### src/rtl/scrub_engine_if.sv
`default_nettype none
// ============================================================================
// Module   : scrub_engine_if
// Brief    : Read-only memory port used by the scrubber (request/grant/rvalid).
// Revision : 1.0 - initial release
// ============================================================================
interface scrub_engine_if #(
    parameter int DATA_W = 32,
    parameter int ADDR_W = 7
);
    logic              mem_req_o;
    logic [ADDR_W-1:0] mem_addr_o;
    logic              mem_gnt_i;
    logic              mem_rvalid_i;
    logic [DATA_W:0]   mem_rdata_i;

    modport master (
        output mem_req_o,
        output mem_addr_o,
        input  mem_gnt_i,
        input  mem_rvalid_i,
        input  mem_rdata_i
    );

    modport slave (
        input  mem_req_o,
        input  mem_addr_o,
        output mem_gnt_i,
        output mem_rvalid_i,
        output mem_rdata_i
    );
endinterface
`default_nettype wire

### src/rtl/scrub_engine.sv
`default_nettype none
// ============================================================================
// Module   : scrub_engine
// Brief    : Periodic parity scrubber; walks memory word by word and pulses
//            a one-hot error vector bit for each word with bad even parity.
// Revision : 1.0 - initial release
// ============================================================================
module scrub_engine #(
    parameter int NUM_WORDS = 100,
    parameter int DATA_W    = 32,
    parameter int PERIOD    = 1000,
    parameter int ADDR_W    = (NUM_WORDS > 1) ? $clog2(NUM_WORDS) : 1
) (
    input  wire logic                 clk_i,
    input  wire logic                 rstn_i,
    input  wire logic                 en_i,
    input  wire logic                 clr_i,
    scrub_engine_if.master            mem,
    output logic [NUM_WORDS-1:0]      scrub_o,
    output logic                      busy_o,
    output logic                      pass_done_o,
    output logic [15:0]               err_cnt_o
);

    localparam int PCNT_W = (PERIOD > 1) ? $clog2(PERIOD) : 1;

    localparam logic [2:0] c_S_IDLE = 3'd0;
    localparam logic [2:0] c_S_WAIT = 3'd1;
    localparam logic [2:0] c_S_REQ  = 3'd2;
    localparam logic [2:0] c_S_RESP = 3'd3;
    localparam logic [2:0] c_S_DONE = 3'd4;

    localparam logic [ADDR_W-1:0]    c_LAST_ADDR = ADDR_W'(NUM_WORDS - 1);
    localparam logic [PCNT_W-1:0]    c_LAST_CNT  = PCNT_W'(PERIOD - 1);
    localparam logic [NUM_WORDS-1:0] c_ONE       = NUM_WORDS'(1);
    localparam logic [15:0]          c_CNT_MAX   = 16'hFFFF;

    logic [2:0]           r_state;
    logic [PCNT_W-1:0]    r_period_cnt;
    logic [ADDR_W-1:0]    r_addr;
    logic [NUM_WORDS-1:0] r_scrub;
    logic [15:0]          r_err_cnt;

    logic w_rsp;
    logic w_err;

    // Responses are only meaningful while a transaction is outstanding.
    assign w_rsp = (r_state == c_S_RESP) && mem.mem_rvalid_i;
    assign w_err = w_rsp && (^mem.mem_rdata_i);

    always_ff @(posedge clk_i or negedge rstn_i) begin
        if (!rstn_i) begin
            r_state      <= c_S_IDLE;
            r_period_cnt <= '0;
            r_addr       <= '0;
        end else begin
            case (r_state)
                c_S_IDLE: begin
                    if (en_i) begin
                        r_period_cnt <= '0;
                        r_state      <= c_S_WAIT;
                    end
                end
                c_S_WAIT: begin
                    if (!en_i) begin
                        r_state <= c_S_IDLE;
                    end else if (r_period_cnt == c_LAST_CNT) begin
                        r_addr  <= '0;
                        r_state <= c_S_REQ;
                    end else begin
                        r_period_cnt <= r_period_cnt + PCNT_W'(1);
                    end
                end
                c_S_REQ: begin
                    // Request is held even if en_i drops; a grant is never abandoned.
                    if (mem.mem_gnt_i) begin
                        r_state <= c_S_RESP;
                    end
                end
                c_S_RESP: begin
                    if (mem.mem_rvalid_i) begin
                        if (r_addr == c_LAST_ADDR) begin
                            r_state <= c_S_DONE;
                        end else if (!en_i) begin
                            r_state <= c_S_IDLE;
                        end else begin
                            r_addr  <= r_addr + ADDR_W'(1);
                            r_state <= c_S_REQ;
                        end
                    end
                end
                c_S_DONE: begin
                    r_period_cnt <= '0;
                    r_state      <= en_i ? c_S_WAIT : c_S_IDLE;
                end
                default: begin
                    r_state <= c_S_IDLE;
                end
            endcase
        end
    end

    always_ff @(posedge clk_i or negedge rstn_i) begin
        if (!rstn_i) begin
            r_scrub   <= '0;
            r_err_cnt <= '0;
        end else begin
            r_scrub <= w_err ? (c_ONE << r_addr) : '0;
            // Clear takes priority over a coincident error; the pulse still fires.
            if (clr_i) begin
                r_err_cnt <= '0;
            end else if (w_err && (r_err_cnt != c_CNT_MAX)) begin
                r_err_cnt <= r_err_cnt + 16'd1;
            end
        end
    end

    assign mem.mem_req_o  = (r_state == c_S_REQ);
    assign mem.mem_addr_o = r_addr;
    assign busy_o         = (r_state == c_S_REQ) || (r_state == c_S_RESP);
    assign pass_done_o    = (r_state == c_S_DONE);
    assign scrub_o        = r_scrub;
    assign err_cnt_o      = r_err_cnt;

endmodule
`default_nettype wire

### src/flat_wrapper.sv
// flat-port wrapper written by rule: the top's interface ports become plain ports
module scrub_engine_flat 
#(
    parameter int NUM_WORDS = 100,
    parameter int DATA_W    = 32,
    parameter int PERIOD    = 1000,
    parameter int ADDR_W    = (NUM_WORDS > 1) ? $clog2(NUM_WORDS) : 1
)
  (clk_i, rstn_i, en_i, clr_i, scrub_o, busy_o, pass_done_o, err_cnt_o, mem_mem_req_o, mem_mem_addr_o, mem_mem_gnt_i, mem_mem_rvalid_i, mem_mem_rdata_i);
  scrub_engine_if #(.DATA_W(DATA_W), .ADDR_W(ADDR_W)) mem_i ();
  input  wire logic clk_i;
  input  wire logic rstn_i;
  input  wire logic en_i;
  input  wire logic clr_i;
  output logic [NUM_WORDS-1:0] scrub_o;
  output logic busy_o;
  output logic pass_done_o;
  output logic [15:0] err_cnt_o;
  output wire logic [$bits(mem_i.mem_req_o)-1:0] mem_mem_req_o;
  output wire logic [$bits(mem_i.mem_addr_o)-1:0] mem_mem_addr_o;
  input wire logic [$bits(mem_i.mem_gnt_i)-1:0] mem_mem_gnt_i;
  input wire logic [$bits(mem_i.mem_rvalid_i)-1:0] mem_mem_rvalid_i;
  input wire logic [$bits(mem_i.mem_rdata_i)-1:0] mem_mem_rdata_i;
  assign mem_mem_req_o = mem_i.mem_req_o;
  assign mem_mem_addr_o = mem_i.mem_addr_o;
  assign mem_i.mem_gnt_i = mem_mem_gnt_i;
  assign mem_i.mem_rvalid_i = mem_mem_rvalid_i;
  assign mem_i.mem_rdata_i = mem_mem_rdata_i;
  scrub_engine #(.NUM_WORDS(NUM_WORDS), .DATA_W(DATA_W), .PERIOD(PERIOD), .ADDR_W(ADDR_W)) u_core (.clk_i(clk_i), .rstn_i(rstn_i), .en_i(en_i), .clr_i(clr_i), .mem(mem_i), .scrub_o(scrub_o), .busy_o(busy_o), .pass_done_o(pass_done_o), .err_cnt_o(err_cnt_o));
endmodule
### config.mk
export PLATFORM = sky130hd
export DESIGN_NAME = scrub_engine_flat
export DESIGN_NICKNAME = d
export VERILOG_FILES = /design/src/rtl/scrub_engine_if.sv /design/src/rtl/scrub_engine.sv /design/src/flat_wrapper.sv
export SDC_FILE = /design/constraint.sdc
export NUM_CORES = 1
export LEC_CHECK = 0
export BUFFER_PORTS_ARGS = -buffer_cell sky130_fd_sc_hd__buf_2
export CORE_UTILIZATION = 45
export CTS_BUF_LIST = sky130_fd_sc_hd__clkbuf_8
export DETAILED_ROUTE_END_ITERATION = 12
export PLACE_DENSITY = 0.73
export SYNTH_ARGS = -nofsm -noshare
export SYNTH_HDL_FRONTEND = slang
export SYNTH_SLANG_ARGS = --single-unit
### constraint.sdc
create_clock -name clk_i -period 2.3 [get_ports clk_i]
set_input_delay 0.115 -clock clk_i [delete_from_list [all_inputs] [get_ports clk_i]]
set_output_delay 0.115 -clock clk_i [all_outputs]
set_load 0.01 [all_outputs]
==> flow_summary.toml <==
[layout]
fin_cells = 943
final_common_cell = "buf_2"
mostFrequentLayoutCells = "163 x buf_2, 136 x dfrtp_1, 86 x nor3_1"
layout.nets = 801
drive_gt1_share_pct = 31.3
antenna_cells = 0
areaGrowthSynthToFinish_pct = 24.1
fin_util_pct = 57.4

[grt]
grt_pass1_vias = 4748
gr-total-overflow = 0
antenna_found_initial = 0
grt_pass1_wl_um = 24100
grt_max_degree = 56
grt_usage_pct = 21.7

[routing]
via_count = 5003
ant_nets = 0
avgRoutedWirePerCell_um = 15.5
vias_per_cell = 5.31
drtPass1Iterations = 5
drc_errors = 0
drt_iter0_markers = 327
wl_um = 14600

[synthesis]
synth_edf_count = 0
synth_largest_area_cell = "dfrtp_1"
postSynthCellCount = 588
ys_types = 42
synth_area_leaders = "dfrtp_1 56%, nor3_1 7.0%, xnor2_1 4.0%, nand3_1 2.7%, nand2_1 2.6%"
synth_nets = 635
synthArstFlopShare_pct = 100
synth_area_sq_um = 6130
ys_warn_count = 0
ys_seq_elements = 136
syn_area_per_cell_sq_um = 10.4
synth_flop_cell = "dfrtp_1"
yosys.area.top_type_share_pct = 55.5
ys_seq_area_share_pct = 55.5

[floorplanning]
num_rows = 42
fp.dieH_um = 119
initial_core_util_pct = 46.3
io_pins = 165
core_area_sq_um = 13200
die_width_um = 119
dieArea_sq_um = 14100

[timing]
final.setup_skew_ns = 0.0129
fin_crit_ns = 2.13
setup-violations-final = 0
post-route-period-util_pct = 92.5
hold_viol_final = 0
slew_viol_final = 0
slew_headroom_pct = 50.6
tightest_slew_ns = 0.741
clock.fmax_mhz = 470
rsz0062_at_grt = "false"

[run]
cap_violations = 0

[clock_network]
clockBufferDepth = 2
clk_pin_slew_worst_paths_ns = 0.08
tritoncts = "built"
cts_setup_buffers = 0
clock_latency_ns = 0.43
clock_sinks = 136
cts-buffers-inserted = 17
root_buffer = "clkbuf_8"
htree_num_levels = 4

[pwr]
power.density_nw_per_um2 = 818
leakage_uw = 0.00388
ir_drop_uv = 879

[worst_setup_path]
worstSetupPathType = "reg -> reg"
cp.arrival_ns = 2.45
critPathLaunchType = "flip-flop"
cp_cell_sequence = "and3_1 -> and4_1 -> a31oi_1 -> nand2_1 -> mux2i_1 -> mux2_2"
crit_slowest_cell = "dfrtp_1"
cp_data_required_time_ns = 2.62
endpoint_kind = "flip-flop"
path_max_fanout = 6
max_stage_delay_ns = 0.42

[place]
hpwlAfterDp_um = 10500
dp.cells = 909
routabilityCongestion = 0.775
port_buffers = 164

[outcome]
status = "finished clean"

[worst_hold_path]
min_path_type = "in -> reg"
==> critical path: cells and delay by family (launching register included) <==
kind,cells,cell delay (ns)
AND/OR/NAND/NOR,3,0.62
AO/OA/AOI/OAI,1,0.35
multiplexers,2,0.63
flip-flops,1,0.42
==> Yosys cell counts (all sizes together), types with 15 or more instances <==
| master | n |
|---|---|
| nor2 | 35 |
| nor3 | 86 |
| nand3 | 33 |
| xnor2 | 28 |
| nand4 | 21 |
| nor2b | 19 |
| nand2 | 43 |
| clkbuf | 30 |
| nor4 | 18 |
| buf | 15 |
| mux2i | 16 |
| dfrtp | 136 |
==> flip-flops by register name, summed over array words and instances, names as in the netlist <==
name / count
u_core.scrub_o: 100
u_core.r_period_cnt: 10
u_core.mem.mem_addr_o: 7
u_core.err_cnt_o: 16
u_core.r_state: 3
==> power by group <==
group,total (uW),internal (uW),leakage [uW],switching [uW]
Combinational,1920,614,0.00179,1310
Sequential,2410,2400,0.00189,9.51
Clock,1890,967,0.000202,924
==> metrics by stage <==
stage	setup TNS (ns)	hold WS (ns)	total power, uW	instance area, sq um	setup WS [ns]
detailed placement	-0.326	0.222	4390	7200	-0.0520
global placement	0	0.204	4320	7200	0.0638
finish	0	0.0506	6220	7610	0.172
CTS	0	0.0361	6260	7600	0.178
global route	0	0.0681	6560	7610	0.0226
floorplan	0	-0.181	4000	6130	0.0443
==> final cells by class <==
cell class / instances / area [sq um]
well taps: 176 / 220
fillers: 1158 / 5640
multi-input cells: 399 / 2500
flip-flops and latches: 136 / 3400
inverters: 8 / 30.0
clock buffers: 17 / 234
repair buffers: 192 / 1060
clock inverters: 15 / 153
==> timing repair <==
item / in CTS / in global routing
hold buffers: 2 / 0
setup endpoints to repair: 0 / 1
hold endpoints to repair: 53 / 0
gates resized for setup: 0 / 1
==> path summary, 6_finish.rpt <==
kind,start,endpoint,slack [ns],cells past startpoint
setup / recovery,u_core.err_cnt_o[12]$_DFFE_PN0P_,u_core.err_cnt_o[0]$_DFFE_PN0P_,0.17,6
hold / removal,mem_mem_rvalid_i,u_core.r_state[1]$_DFFE_PN0P_,0.05,4
setup reg to reg,u_core.err_cnt_o[12]$_DFFE_PN0P_,u_core.err_cnt_o[0]$_DFFE_PN0P_,0.17,6
hold reg to reg,u_core.r_period_cnt[9]$_DFFE_PN0P_,u_core.r_period_cnt[9]$_DFFE_PN0P_,0.49,1
max in group asynchronous,rstn_i,u_core.scrub_o[11]$_DFF_PN0_,1.25,3
min in group asynchronous,rstn_i,u_core.scrub_o[86]$_DFF_PN0_,0.30,2
==> logic make-up after synthesis <==
family / after synthesis / share of synthesized area, %
mux: 30 / 5.18
xor+xnor: 35 / 5.69
compound gates: 38 / 3.96
flops: 136 / 55.5
buf+inv: 53 / 3.84
fa+ha+maj: 8 / 1.63
simple gates: 288 / 24.2
==> routing by layer <==
metal / track usage [%] / wire (um) / vias up
li1: - / - / 2408
met5: 0 / 0 / -
met4: 6.09 / 135 / 0
met2: 36.7 / 7440 / 170
met3: 5.02 / 817 / 13
met1: 27.8 / 6250 / 2412
(Power assumes the default switching activity.)
